$ cat config.mk
export PLATFORM = sky130hd
export DESIGN_NAME = iob_regfile_sub
export DESIGN_NICKNAME = d
export VERILOG_FILES = /design/src/rtl/iob_regfile_sub_pkg.sv /design/src/rtl/iob_regfile_sub_strb.sv /design/src/rtl/iob_regfile_sub.sv
export SDC_FILE = /design/constraint.sdc
export NUM_CORES = 1
export LEC_CHECK = 0
export CAP_MARGIN = 20
export CORE_AREA = 2 2 132 134
export CTS_BUF_LIST = sky130_fd_sc_hd__clkbuf_8
export DETAILED_ROUTE_END_ITERATION = 10
export DIE_AREA = 0 0 134 136
export GPL_ROUTABILITY_DRIVEN = 0
export GPL_TIMING_DRIVEN = 1
export HOLD_SLACK_MARGIN = 0.08
export PLACE_DENSITY = 0.78
export SYNTH_ARGS = -nofsm -noshare
export SYNTH_HDL_FRONTEND = slang
export SYNTH_SLANG_ARGS = --single-unit
$ cat constraint.sdc
create_clock -name clk_i -period 4.7 [get_ports clk_i]
set_clock_uncertainty 0.1 [all_clocks]
set_input_delay 0.47 -clock clk_i [delete_from_list [all_inputs] [get_ports clk_i]]
set_output_delay 0.47 -clock clk_i [all_outputs]
set_load 0.01 [all_outputs]
$ cat src/rtl/iob_regfile_sub_pkg.sv
// Shared types and helpers for the IOb register-file subordinate.
// Holds the FSM state encoding, counter width and the byte-strobe merge.
package iob_regfile_sub_pkg;

    localparam int unsigned CntW = 4;

    typedef enum logic [1:0] {
        StIdle   = 2'd0,
        StRdWait = 2'd1,
        StRdResp = 2'd2
    } state_e;

    function automatic logic [7:0] byte_merge(
        input logic [7:0] old_b,
        input logic [7:0] new_b,
        input logic       en
    );
        return en ? new_b : old_b;
    endfunction

endpackage

$ cat src/rtl/iob_regfile_sub_strb.sv
// One byte-writable register with clock enable and a registered write pulse.
module iob_strb_reg
    import iob_regfile_sub_pkg::*;
#(
    parameter int unsigned DATA_W = 32
) (
    input  logic                clk_i,
    input  logic                arst_i,
    input  logic                cke_i,
    input  logic [DATA_W/8-1:0] be_i,
    input  logic [DATA_W-1:0]   d_i,
    output logic [DATA_W-1:0]   q_o,
    output logic                wr_pulse_o
);

    logic [DATA_W-1:0] data_q, data_d;
    logic              pulse_q, pulse_d;

    always_comb begin
        data_d = data_q;
        for (int unsigned b = 0; b < DATA_W / 8; b++) begin
            data_d[b*8 +: 8] = byte_merge(data_q[b*8 +: 8], d_i[b*8 +: 8], be_i[b]);
        end
        // Pulse on any strobed write, even when the data does not change.
        pulse_d = |be_i;
    end

    always_ff @(posedge clk_i or posedge arst_i) begin
        if (arst_i) begin
            data_q  <= '0;
            pulse_q <= 1'b0;
        end else if (cke_i) begin
            data_q  <= data_d;
            pulse_q <= pulse_d;
        end
    end

    assign q_o        = data_q;
    assign wr_pulse_o = pulse_q;

endmodule

$ cat src/rtl/iob_regfile_sub.sv
// IOb subordinate with N_REGS byte-writable registers, a read-only version word
// and a fixed read latency; read data is captured at acceptance and held until rready.
module iob_regfile_sub
    import iob_regfile_sub_pkg::*;
#(
    parameter int unsigned DATA_W  = 32,
    parameter int unsigned ADDR_W  = 5,
    parameter int unsigned N_REGS  = 4,
    parameter int unsigned RD_LAT  = 2,
    parameter logic [15:0] VERSION = 16'h0081
) (
    input  logic                     clk_i,
    input  logic                     arst_i,
    input  logic                     cke_i,
    input  logic                     iob_valid_i,
    input  logic [ADDR_W-1:0]        iob_addr_i,
    input  logic [DATA_W-1:0]        iob_wdata_i,
    input  logic [DATA_W/8-1:0]      iob_wstrb_i,
    output logic                     iob_ready_o,
    output logic                     iob_rvalid_o,
    output logic [DATA_W-1:0]        iob_rdata_o,
    input  logic                     iob_rready_i,
    output logic [N_REGS*DATA_W-1:0] regs_o,
    output logic [N_REGS-1:0]        wr_pulse_o
);

    localparam int unsigned IdxW  = ADDR_W - 2;
    localparam int unsigned StrbW = DATA_W / 8;
    localparam logic [CntW-1:0] CntLoad = (RD_LAT == 0) ? '0 : CntW'(RD_LAT - 1);
    localparam logic [DATA_W-1:0] VersionWord = DATA_W'(VERSION);

    state_e             state_q, state_d;
    logic [CntW-1:0]    cnt_q, cnt_d;
    logic [DATA_W-1:0]  rdata_q, rdata_d;

    logic [IdxW-1:0]    idx;
    logic [DATA_W-1:0]  rd_word;
    logic               wr_acc;
    logic [StrbW-1:0]   be [N_REGS];
    logic [DATA_W-1:0]  reg_val [N_REGS];
    logic               unused_addr;

    assign idx         = iob_addr_i[ADDR_W-1:2];
    assign unused_addr = ^iob_addr_i[1:0];

    // Unmapped indices read as zero; the version word sits right after the registers.
    always_comb begin
        rd_word = '0;
        if (idx == IdxW'(N_REGS)) begin
            rd_word = VersionWord;
        end
        for (int unsigned k = 0; k < N_REGS; k++) begin
            if (idx == IdxW'(k)) begin
                rd_word = reg_val[k];
            end
        end
    end

    assign wr_acc = (state_q == StIdle) && iob_valid_i && (|iob_wstrb_i);

    for (genvar k = 0; k < N_REGS; k++) begin : g_reg
        assign be[k] = (wr_acc && (idx == IdxW'(k))) ? iob_wstrb_i : '0;

        iob_strb_reg #(
            .DATA_W (DATA_W)
        ) u_reg (
            .clk_i      (clk_i),
            .arst_i     (arst_i),
            .cke_i      (cke_i),
            .be_i       (be[k]),
            .d_i        (iob_wdata_i),
            .q_o        (reg_val[k]),
            .wr_pulse_o (wr_pulse_o[k])
        );

        assign regs_o[k*DATA_W +: DATA_W] = reg_val[k];
    end

    always_comb begin
        state_d = state_q;
        cnt_d   = cnt_q;
        rdata_d = rdata_q;
        unique case (state_q)
            StIdle: begin
                if (iob_valid_i && (iob_wstrb_i == '0)) begin
                    rdata_d = rd_word;
                    if (RD_LAT == 0) begin
                        state_d = StRdResp;
                    end else begin
                        cnt_d   = CntLoad;
                        state_d = StRdWait;
                    end
                end
            end
            StRdWait: begin
                if (cnt_q == '0) begin
                    state_d = StRdResp;
                end else begin
                    cnt_d = cnt_q - 1'b1;
                end
            end
            StRdResp: begin
                if (iob_rready_i) begin
                    state_d = StIdle;
                end
            end
            default: state_d = StIdle;
        endcase
    end

    always_ff @(posedge clk_i or posedge arst_i) begin
        if (arst_i) begin
            state_q <= StIdle;
            cnt_q   <= '0;
            rdata_q <= '0;
        end else if (cke_i) begin
            state_q <= state_d;
            cnt_q   <= cnt_d;
            rdata_q <= rdata_d;
        end
    end

    assign iob_ready_o  = (state_q == StIdle);
    assign iob_rvalid_o = (state_q == StRdResp);
    assign iob_rdata_o  = rdata_q;

    a_ready_rvalid_excl: assert property (@(posedge clk_i) disable iff (arst_i)
        !(iob_ready_o && iob_rvalid_o));
    a_rdata_held: assert property (@(posedge clk_i) disable iff (arst_i)
        (iob_rvalid_o && !iob_rready_i) |=> $stable(iob_rdata_o));

endmodule
== Word level (Yosys, flattened, before mapping) ==
Cells that the tools add are included.

* Reductions and logical operators: 36
* Multiplexer cells: 16
* Equality and inequality tests: 10
* $add $sub $neg: 1

{| class="wikitable"
|+ Operators by type and width
! cell !! number
|-
| two-way mux 32 bit || 4
|-
| AND reduction 2 bit || 16
|-
| two-way mux 4 bit || 6
|-
| OR reduction 4 bit || 5
|-
| zero test 4 bit || 2
|-
| two-way mux 8 bit || 1
|-
| one-hot mux 4 bit (2 select lines) || 1
|-
| AND reduction 4 bit || 2
|-
| logical AND 1 bit || 7
|-
| equality test 3 x 2 -> 1 bit, second input constant || 2
|-
| two-way mux 2 bit || 3
|-
| one-hot mux 2 bit (3 select lines) || 1
|-
| inequality test 2 x 1 -> 1 bit, second input constant || 2
|-
| inequality test 2 bit, second input constant || 2
|-
| subtractor 4 x 1 -> 4 bit, second input constant || 1
|-
| equality test 3 x 1 -> 1 bit, second input constant || 1
|-
| equality test 3 bit, second input constant || 1
|-
| zero test 3 bit || 1
|-
| AND reduction 3 bit || 1
|-
| equality test 2 x 1 -> 1 bit, second input constant || 1
|-
| equality test 2 bit, second input constant || 1
|-
| zero test 2 bit || 1
|-
| nonzero test 2 bit || 1
|}

* Word-level logic and storage cells: 86
* Input port bits: 46
* Flip-flop bits (word level): 170
* Output and inout bits: 166

== Logic depth before layout (Yosys ltp) ==
Gate-level depths: netlist (run 1).

* Depth after elaboration: 6
* Gate-level depth with buffers: 7
* Mapped depth without buffers: 6

== Hierarchy ==
From an unflattened synthesis (run 1), not the netlist that was laid out.

* Cells, all modules: 553
* Area total of the unflattened synthesis: 7708.6 µm²

{| class="wikitable"
|+ Modules (own cells, without submodules)
! module !! instances !! sequential area each (µm²) !! cells each !! area an instance (µm²)
|-
| iob_strb_reg || 4 || 825.8 || 74 || 1237.4
|-
| iob_regfile_sub || 1 || 950.9 || 257 || 2758.9
|}

== Worst setup path after synthesis (run 1) ==
No wires, ideal clock.

* Path kind: input to register
* From: input iob_addr_i[4]
* To: register g_reg[0].u_reg.data_q[24]
* Data required time: 4475 ps
* Cell stages on the path: 5
* Setup time: 125 ps
* Arrival: 1987 ps
* Slack: 2488 ps
* Buffers on the path: 1
* Cells stage by stage: or4b_4 or3_1 buf_6 nor2_8 mux2_2

* Longest elaborated chain between the ends: 4

{| class="wikitable"
|+ RTL lines
! what !! line !! text
|-
| start, declared || iob_regfile_sub.sv:16 || <nowiki>input logic [ADDR_W-1:0] iob_addr_i,</nowiki>
|-
| zero test 3 bit || iob_regfile_sub.sv:62 || <nowiki>assign be[k] = (wr_acc && (idx == IdxW'(k))) ? iob_wstrb_i : '0;</nowiki>
|-
| logical AND 1 bit || iob_regfile_sub.sv:62 ||
|-
| two-way mux 4 bit || iob_regfile_sub.sv:62 ||
|-
| AND reduction 2 bit (no line) || -- ||
|-
| end signal, assigned || iob_regfile_sub_strb.sv:33 || <nowiki>data_q <= data_d;</nowiki>
|-
| end, declared || iob_regfile_sub_strb.sv:16 || <nowiki>logic [DATA_W-1:0] data_q, data_d;</nowiki>
|}

No other way between the ends.
A chain may end at the register's enable or synchronous reset.

== Worst setup path in the final report (run 1) ==
* From: input iob_addr_i[3]
* To: register g_reg[2].u_reg.data_q[3]

* Longest elaborated chain between the ends: 4

{| class="wikitable"
|+ RTL lines
! what !! line
|-
| equality test 3 x 2 -> 1 bit || iob_regfile_sub.sv:62
|-
| logical AND 1 bit || iob_regfile_sub.sv:62
|-
| two-way mux 4 bit || iob_regfile_sub.sv:62
|-
| AND reduction 2 bit (no line) || --
|-
| end signal, assigned || iob_regfile_sub_strb.sv:33
|-
| end, declared || iob_regfile_sub_strb.sv:16
|}

No other way between the ends.

==> results of run 1 <==
-- cell type report --
cell class,instances,area [µm²]
Clock inverter,14,131
Inverter,5,22.5
Tap cell,225,282
Sequential cell,170,4250
Fill cell,1344,6770
Clock buffer,18,248
Timing Repair Buffer,213,2120
Multi-Input combinational cell,328,3050
-- worst max-delay path, delay by kind of cell --
family / cells / cell delay (ns)
buffers and inverters: 2 / 1.14
and+or+nand+nor: 2 / 0.91
muxes: 1 / 0.41
-- cell usage in the layout, fill, tap and decap left out, types with 3 or more instances in the layout --
cell type	Yosys	layout
o21ai_0	6	6
nor3_1	4	4
and3_1	3	3
clkinvlp_4	0	4
a21oi_1	7	7
o21ai_1	28	28
clkbuf_8	0	18
nor2_8	4	4
mux4_2	30	30
clkdlybuf4s50_1	0	206
buf_4	4	3
mux2_2	127	127
a22o_1	3	3
clkinv_2	0	4
nand3_1	8	8
nor2_1	4	4
buf_2	8	3
dfrtp_1	170	170
nand3_2	4	4
inv_1	4	6
nand2_1	73	73
-- where the power goes --
group	leakage [µW]	internal [µW]	total (µW)	switching [µW]
Clock	0.000198	479	1000	525
Sequential	0.00223	1710	1910	198
Combinational	0.00197	715	1140	421
Total	0.00439	2910	4050	1140
-- stage by stage --
stage / std cells / worst slack, ns
global route: 973 / 1.90
finish: 973 / 1.98
detailed placement: 941 / 1.54
CTS: 973 / 2.02
global placement: 941 / 1.55
floorplan: 536 / 1.96
-- flip-flops by register name (all words and copies together) (netlist names) --
register and count:
cnt_q 4, g.u_reg.q_o 128, g.u_reg.wr_pulse_o 4, iob_rdata_o 32
state_q 2
-- path summary, 6_finish.rpt --
kind	cells after the start	slack, ns	startpoint	end
setup / recovery	5	1.98	iob_addr_i[3]	g_reg[2].u_reg.q_o[3]
setup reg to reg	4	2.14	state_q[1]	g_reg[0].u_reg.q_o[5]
max in group asynchronous	3	3.29	arst_i	iob_rdata_o[18]
hold reg to reg	2	0.39	iob_rdata_o[29]	iob_rdata_o[29]
hold / removal	2	0.39	iob_rdata_o[29]	iob_rdata_o[29]
min in group asynchronous	3	0.51	arst_i	iob_rdata_o[28]
-- cells by family after synthesis --
group / after synthesis
flops: 170
mux: 160
simple gates: 115
compound gates: 52
buf+inv: 38
fa+ha+maj: 1
-- per-layer routing --
layer / global-route usage, % / up-vias / wire [µm]
li1: - / 2323 / -
met1: 28.0 / 2701 / 8130
met2: 37.8 / 178 / 9930
met3: 5.18 / 28 / 1170
met4: 8.75 / 0 / 465
met5: 0 / - / 0
==> reports/qor.csv, run 1 <==
stage,metric,value,unit
global_route,grt-ovfl-total,0,
cts,cts_sinks,170,
timing,hold_viol,0,
synth,synthMuxAreaShare,28.6,%
floorplanning,start_util,44.3,%
global_route,track_usage,22.3,%
cts,cts_tree,yes,
cts,postCtsHoldBufs,0,
synth,synth_nets,583,
synth,synthFlopType,dfrtp_1,
timing,holdWs,0.389,ns
floorplanning,rows,48,
setup_path,crit_chain,buf_2 > inv_1 > nor3_2 > nand3_2 > mux2_2,
synth,synth_top_area_share,56.9,%
cts,cts-resized-gates,0,
cts,clockBufferDepth,2,
worst_hold_path,hold_class,flip-flop to flip-flop,
route,ant_nets,0,
synth,synth_cells,536,
timing,setup_viol,0,
setup_path,worstPathMaxFanout,34,
global_route,grt_pass1_wl,30.8,mm
route,drt_iter0_markers,212,
pwr,leakage,0.00439,µW
placed_design,dp_hpwl,12.8,mm
synth,synth_xor_area_share,0,%
cts,clk_pin_slew_worst_paths,0.09,ns
floorplanning,core_area,16900,µm²
pwr,powerDensity,401,nW/µm²
finish,nets,782,
pwr,ir_drop,0.232,mV
floorplanning,dieArea,18200,µm²
global_route,grt_start_max_net_pins,171,
synth,yosys-top-cells-count,"dfrtp_1 (170), mux2_2 (127), nand2_1 (73)",
timing,slew_headroom,29.9,%
synth,synth_area,7480,µm²
cts,worstSkewPairLatency,0.45,ns
flow_run,max_cap_viol_count,0,
floorplanning,die_y,136,µm
finish,areaGrowthSynthToFinish,35.1,%
synth,ys_top_cells_by_area,"dfrtp_1 (57%), mux2_2 (19%), mux4_2 (9.0%), nand2_1 (3.7%), o21ai_1 (1.9%)",
timing,final_min_period_over_clock_period,57.9,%
floorplanning,pin_count,212,
synth,synth_adder_area_share,0.167,%
setup_path,end_kind,flip-flop,
synth,synth_compound_area_share,3.93,%
placed_design,port_buffers,209,
synth,synth_edf_count,0,
synth,synth_area_per_cell,14.0,µm²
route,vias,5230,
timing,rsz0062_at_grt,false,
cts,clock-root-buffer,clkbuf_8,
synth,synth_most_common_cell,dfrtp_1,
global_route,grt_pass1_vias,5512,
cts,cts_buffers,17,
finish,utilization,59.9,%
setup_path,critical_path_class,input port to flip-flop,
route,drc,0,
finish,drive_above_1_share,27.8,%
route,wl_per_cell,20.2,µm
route,drt_wl_total,19.7,mm
timing,fin_tns_setup,0,ns
floorplanning,die_w,134,µm
pwr,power.total,4050,µW
synth,yosysWarnings,0,
setup_path,crit_slowest_cell,buf_2,
synth,ys_ff_latch,170,
synth,synthArstFlopShare,100,%
synth,yosysUniqueCellTypes,44,
run_status,status,"finished, final reports clean",
timing,finalCriticalPeriod,2.72,ns
placed_design,placed_area,9730,µm²
setup_path,critPathMaxStageDelay,0.78,ns
cts,cts_setup_buffers,0,
synth,post-synth-top-area-cell,dfrtp_1,
route,first_pass_iters,6,
global_route,antenna_found_initial,0,
synth,synth_top_family_by_area,multiplexers,
route,via_per_inst,5.38,
timing,drv_slew,0,
cts,htreeDepth,4,
timing,max_freq,0.368,GHz
setup_path,start_kind,input port,
setup_path,critPathArrivalTime,2.95,ns
finish,finalInstanceArea,10100,µm²
synth,yosysSeqAreaShare,56.9,%
finish,diodes,0,
setup_path,cp.required,4.93,ns
timing,tightest_slew,1.05,ns
synth,synth-simple-area-share,8.13,%
Power figures use the tool's default switching activity.
==> run 2: changes to the inputs <==
==> constraint.sdc (replaced) <==
create_clock -name clk_i -period 2.45 [get_ports clk_i]
set_clock_uncertainty 0.1 [all_clocks]
set_input_delay 0.245 -clock clk_i [delete_from_list [all_inputs] [get_ports clk_i]]
set_output_delay 0.245 -clock clk_i [all_outputs]
set_load 0.01 [all_outputs]
==> reports/qor.csv, run 2 (synthesized netlist as in run 1, its figures left out) <==
stage,metric,value,unit,change
finish,nets,809,,+3.5%
pwr,p_seq_share,46.0,%,-1.2 points
setup_path,regToRegSetupSlack,0.22,ns,-1.92 ns
pwr,pwr-share-clk,26.2,%,+1.4 points
timing,fin_ws,0.158,ns,-1.82 ns
cts,cts_tree,yes,,
worst_hold_path,hold_class,input port to async pin,,
pwr,power_frac_comb,27.7,%,-0.3 points
route,ant_nets,0,,unchanged
timing,slew_headroom,61.1,%,+31 points
global_route,grt_pass1_vias,5565,,+0.96%
finish,largest_register_ffs,128,,unchanged
route,drt-met1-wl,8.31,mm,+2.3%
run_status,status,"finished, final reports clean",,
floorplanning,die_w,134,µm,unchanged
pwr,power.total,7990,µW,+97%
route,drt_iter0_markers,198,,-6.6%
cts,clk_pin_slew_worst_paths,0.09,ns,about the same
pwr,swShare,28.5,%,+0.32 points
setup_path,rr_worst_depth,5,,+1
floorplanning,rows,48,,unchanged
finish,diodes,0,,unchanged
floorplanning,core_area,16900,µm²,unchanged
global_route,grt_start_max_net_pins,105,,-39%
setup_path,worstReg2RegEnd,g_reg[0].u_reg.q_o[3],,
finish,layout_commonest_cell,clkdlybuf4s50_1,,
floorplanning,die_y,136,µm,unchanged
global_route,track_usage,22.6,%,+0.29 points
route,top_layer_used,met4,,
route,drt_wl_total,20.1,mm,+2.2%
placed_design,port_buffers,209,,unchanged
cts,cts_buffers,17,,unchanged
cts,clockBufferDepth,2,,unchanged
timing,hold_viol,0,,unchanged
pwr,ir_drop,0.428,mV,+84%
pwr,switching_power,2280,µW,+99%
cts,cts-resized-gates,0,,unchanged
finish,final_cell_mix,"clkdlybuf4s50_1 (206), dfrtp_1 (170), mux2_2 (127)",,
timing,tightest_slew,0.584,ns,-0.467 ns
timing,setup_viol,0,,unchanged
cts,clock-root-buffer,clkbuf_8,,
route,wl_per_cell,20.1,µm,-0.58%
global_route,grt_pass1_wl,31.3,mm,+1.5%
setup_path,start_kind,flip-flop,,
timing,drv_slew,0,,unchanged
floorplanning,dieArea,18200,µm²,unchanged
setup_path,crit_start,state_q[1],,
timing,final_min_period_over_clock_period,93.6,%,
setup_path,end_kind,output pin,,
floorplanning,start_util,44.3,%,unchanged
route,met2_length,10.1,mm,+1.9%
route,route.met3.wl,1.25,mm,+7.1%
global_route,antenna_found_initial,0,,unchanged
pwr,leakage,0.00456,µW,+3.7%
timing,rsz0062_at_grt,false,,
flow_run,max_cap_viol_count,0,,unchanged
setup_path,critical_path_class,flip-flop to output pin,,
placed_design,pre_cts_slack,-0.0975,ns,-1.64 ns
floorplanning,pin_count,212,,unchanged
setup_path,cp.required,2.11,ns,-2.82 ns
cts,htreeDepth,4,,unchanged
pwr,powerDensity,766,nW/µm²,+91%
cts,cts_setup_buffers,0,,unchanged
route,drc,0,,unchanged
cts,worstSkewPairLatency,0.45,ns,about the same
finish,drive_above_1_share,30.7,%,+2.9 points
placed_design,dp_hpwl,14.0,mm,+9.6%
setup_path,r2r_start,state_q[1],,
route,first_pass_iters,4,,-2
route,via_per_inst,5.35,,-0.47%
pwr,internal-power,5710,µW,+96%
finish,areaGrowthSynthToFinish,39.4,%,
cts,cts_sinks,170,,unchanged
timing,max_freq,0.436,GHz,
cts,postCtsHoldBufs,0,,unchanged
global_route,grt-ovfl-total,0,,unchanged
setup_path,worstPathMaxFanout,7,,-79%
route,vias,5350,,+2.3%
finish,n_fill_cell,1332,,-0.89%
setup_path,critPathArrivalTime,1.95,ns,-1.00 ns
timing,finalCriticalPeriod,2.29,ns,
==> run 2: critical path, stage by stage, from the launching register on <==
cell             delay [ns]
dfrtp_1                0.39
buf_4                  0.16
nor2_1                 0.32
clkdlybuf4s50_1        0.64
==> run 2: worst max-delay path by stage <==
stage	endpoint	slack, ns	depth (start not counted)
3_3_place_gp	g_reg[0].u_reg.q_o[5]	-0.07	6
3_5_place_dp	g_reg[0].u_reg.q_o[5]	-0.1	6
6_report	iob_ready_o	0.16	3
5_1_grt	iob_ready_o	0.09	3
4_1_cts	iob_ready_o	0.16	3
2_1_floorplan	cnt_q[0]	-0.06	1
==> run 2: power by group through the flow <==
stage	Clock, µW	Sequential [µW]	Combinational, µW
after floorplan	0	3850	780
after global placement	0	3690	2160
after detailed placement	0	3730	2230
after CTS	2160	3670	2240
after global routing	2270	3740	2360
final	2100	3680	2220
==> run 2: per-stage QoR <==
stage / hold slack, ns / setup TNS [ns] / util, % / instances / instance area, µm²
after floorplan: 0.280 / -10.83 / - / 536 / 7480
after detailed placement: 0.374 / -2.45 / 59.3 / 968 / 10000
after CTS: 0.150 / 0 / 61.8 / 1000 / 10400
after global placement: 0.365 / -1.95 / 59.3 / 968 / 10000
after global routing: 0.151 / 0 / 61.8 / 1000 / 10400
final: 0.152 / 0 / 61.8 / 1000 / 10400
==> run 2: layout make-up <==
| class | instances | area (µm²) | area share, % |
|---|---|---|---|
| tap | 225 | 282 | 2.70 |
| timing repair buffer | 240 | 2400 | 23.0 |
| sequential | 170 | 4250 | 40.8 |
| inverter | 5 | 22.5 | 0.216 |
| clock inverter | 15 | 186 | 1.79 |
| multi-input combinational | 328 | 3050 | 29.3 |
| clock buffer | 17 | 234 | 2.24 |
==> run 2: layer usage <==
layer	up-vias	GRT usage [%]
met3	36	6.45
met5	-	0
met1	2736	27.9
li1	2386	-
met2	192	38.3
met4	0	7.98
==> run 3: changes to the inputs <==
==> config.mk (replaced) <==
export PLATFORM = sky130hd
export DESIGN_NAME = iob_regfile_sub
export DESIGN_NICKNAME = d
export VERILOG_FILES = /design/src/rtl/iob_regfile_sub_pkg.sv /design/src/rtl/iob_regfile_sub_strb.sv /design/src/rtl/iob_regfile_sub.sv
export SDC_FILE = /design/constraint.sdc
export NUM_CORES = 1
export LEC_CHECK = 0
export CORE_AREA = 2 2 135 137
export DETAILED_ROUTE_END_ITERATION = 10
export DIE_AREA = 0 0 137 139
export GPL_ROUTABILITY_DRIVEN = 0
export GPL_TIMING_DRIVEN = 1
export HOLD_SLACK_MARGIN = 0.08
export PLACE_DENSITY = 0.75
export REMOVE_ABC_BUFFERS = 1
export SYNTH_ARGS = -nofsm -noshare
export SYNTH_HDL_FRONTEND = slang
export SYNTH_SLANG_ARGS = --single-unit
==> reports/qor.csv, run 3 (synthesized netlist as in run 1, its figures left out) <==
stage,metric,value,unit,change
route,drc,0,,unchanged
timing,hold_viol,0,,unchanged
cts,postCtsHoldBufs,0,,unchanged
placed_design,dp_hpwl,13.9,mm,-1.4%
cts,cts-resized-gates,0,,unchanged
setup_path,worstReg2RegEnd,g_reg[2].u_reg.q_o[24],,
placed_design,port_buffers,209,,unchanged
cts,cts_setup_buffers,0,,unchanged
timing,rsz0062_at_grt,false,,
cts,clk_pin_slew_worst_paths,0.07,ns,-0.02 ns
setup_path,cp.required,2.11,ns,about the same
route,vias,5344,,-0.11%
setup_path,r2r_start,state_q[1],,
route,first_pass_iters,7,,+3
timing,max_freq,0.449,GHz,+2.8%
cts,cts_buffers,17,,unchanged
floorplanning,die_w,137,µm,+2.2%
pwr,ir_drop,0.471,mV,+10%
finish,largest_register_ffs,128,,unchanged
finish,nets,808,,-0.12%
setup_path,end_kind,output pin,,
setup_path,critical_path_class,flip-flop to output pin,,
setup_path,rr_worst_depth,6,,+1
route,ant_nets,0,,unchanged
worst_hold_path,hold_class,input port to async pin,,
finish,drive_above_1_share,30.2,%,-0.48 points
route,drt-met1-wl,8.41,mm,+1.1%
setup_path,regToRegSetupSlack,0.24,ns,+0.02 ns
floorplanning,start_util,42.4,%,-2.0 points
pwr,leakage,0.00460,µW,+0.96%
finish,layout_commonest_cell,clkdlybuf4s50_1,,
cts,cts_tree,yes,,
setup_path,crit_slowest_cell,clkdlybuf4s50_1,,
floorplanning,pin_count,212,,unchanged
setup_path,start_kind,flip-flop,,
floorplanning,rows,49,,+2.1%
setup_path,crit_chain,buf_4 > nor2_1 > clkdlybuf4s50_1,,
finish,finalInstanceArea,10500,µm²,+1.1%
route,met2_length,9.85,mm,-2.7%
global_route,grt_start_max_net_pins,62,,-41%
timing,setup_viol,0,,unchanged
cts,cts_sinks,170,,unchanged
placed_design,dp.cells,971,,+0.31%
floorplanning,dieArea,19000,µm²,+4.5%
cts,htreeDepth,4,,unchanged
finish,final_cell_mix,"clkdlybuf4s50_1 (206), dfrtp_1 (170), mux2_2 (127)",,
global_route,track_usage,21.7,%,-0.90 points
global_route,grt_pass1_wl,31.5,mm,+0.70%
setup_path,critPathArrivalTime,1.88,ns,-0.07 ns
route,drt_wl_total,19.9,mm,-1.1%
finish,areaGrowthSynthToFinish,40.9,%,
route,drt_iter0_markers,310,,+57%
timing,drv_slew,0,,unchanged
global_route,grt_pass1_vias,5650,,+1.5%
cts,worstSkewPairLatency,0.42,ns,-0.03 ns
finish,utilization,59.7,%,-2.1 points
placed_design,placed_area,9960,µm²,-0.51%
setup_path,worstPathMaxFanout,7,,unchanged
route,via_per_inst,5.33,,-0.41%
route,wl_per_cell,19.8,µm,-1.4%
run_status,status,"finished, final reports clean",,
finish,diodes,0,,unchanged
pwr,powerDensity,808,nW/µm²,+5.5%
floorplanning,core_area,17700,µm²,+4.6%
cts,clockBufferDepth,2,,unchanged
flow_run,max_cap_viol_count,0,,unchanged
timing,final_min_period_over_clock_period,91.0,%,-2.6 points
cts,clock-root-buffer,clkbuf_16,,
global_route,antenna_found_initial,1,,+1
timing,slew_headroom,67.4,%,+6.3 points
timing,tightest_slew,0.489,ns,-0.0950 ns
pwr,power.total,8510,µW,+6.6%
finish,final_cells,1003,,+0.30%
route,top_layer_used,met5,,
timing,finalCriticalPeriod,2.23,ns,-0.0628 ns
global_route,grt-ovfl-total,0,,unchanged
setup_path,critPathMaxStageDelay,0.65,ns,about the same
timing,fin_tns_setup,0,ns,unchanged
floorplanning,die_y,139,µm,+2.2%
route,route.met3.wl,1.45,mm,+16%
-- run 3: cell types whose count changed in the layout (fill, tap and decap cells not counted), sizes merged --
cell    previous run  this run
clkbuf            17        22
inv                9         5
buf               34        33
bufinv             3         2
-- run 3: worst max path at each step --
stage / endpoint / startpoint / cells after the start
finish: iob_ready_o / state_q[1] / 3
global route: iob_ready_o / state_q[1] / 3
global placement: g_reg[0].u_reg.q_o[31] / iob_valid_i / 6
floorplan: cnt_q[0] / arst_i / 1
CTS: iob_ready_o / state_q[1] / 3
detailed placement: g_reg[2].u_reg.q_o[24] / iob_valid_i / 7
-- run 3: where the power goes --
group          internal, µW  switching [µW]
Combinational          1390             793
Clock                  1560            1090
Sequential             3290             393
Total                  6240            2270
-- run 3: area by class of cell --
| cell class | instances | area (µm²) |
|---|---|---|
| Fill cell | 1424 | 7120 |
| Sequential cell | 170 | 4250 |
| Multi-Input combinational cell | 328 | 3050 |
| Timing Repair Buffer | 239 | 2340 |
| Clock buffer | 22 | 464 |
| Tap cell | 229 | 287 |
| Clock inverter | 10 | 118 |
| Inverter | 5 | 23.8 |
-- run 3: worst max-delay path: cells and delay by family, from the launching register on --
kind | cells | cell delay, ns
flops | 1 | 0.38
simple gates | 1 | 0.28
buf+inv | 2 | 0.81
-- run 3: metrics by stage --
stage | hold slack, ns | setup WS, ns
3_5_place_dp | 0.374 | -0.0873
3_3_place_gp | 0.364 | -0.0553
2_1_floorplan | 0.236 | -2.50
5_1_grt | 0.132 | 0.124
4_1_cts | 0.112 | 0.215
6_report | 0.104 | 0.221
-- run 3: metal layers --
| layer | up-vias | GRT usage, % |
|---|---|---|
| met5 | - | 0 |
| met4 | 2 | 5.32 |
| met3 | 21 | 5.81 |
| met2 | 206 | 35.5 |
| met1 | 2719 | 28.9 |
| li1 | 2396 | - |
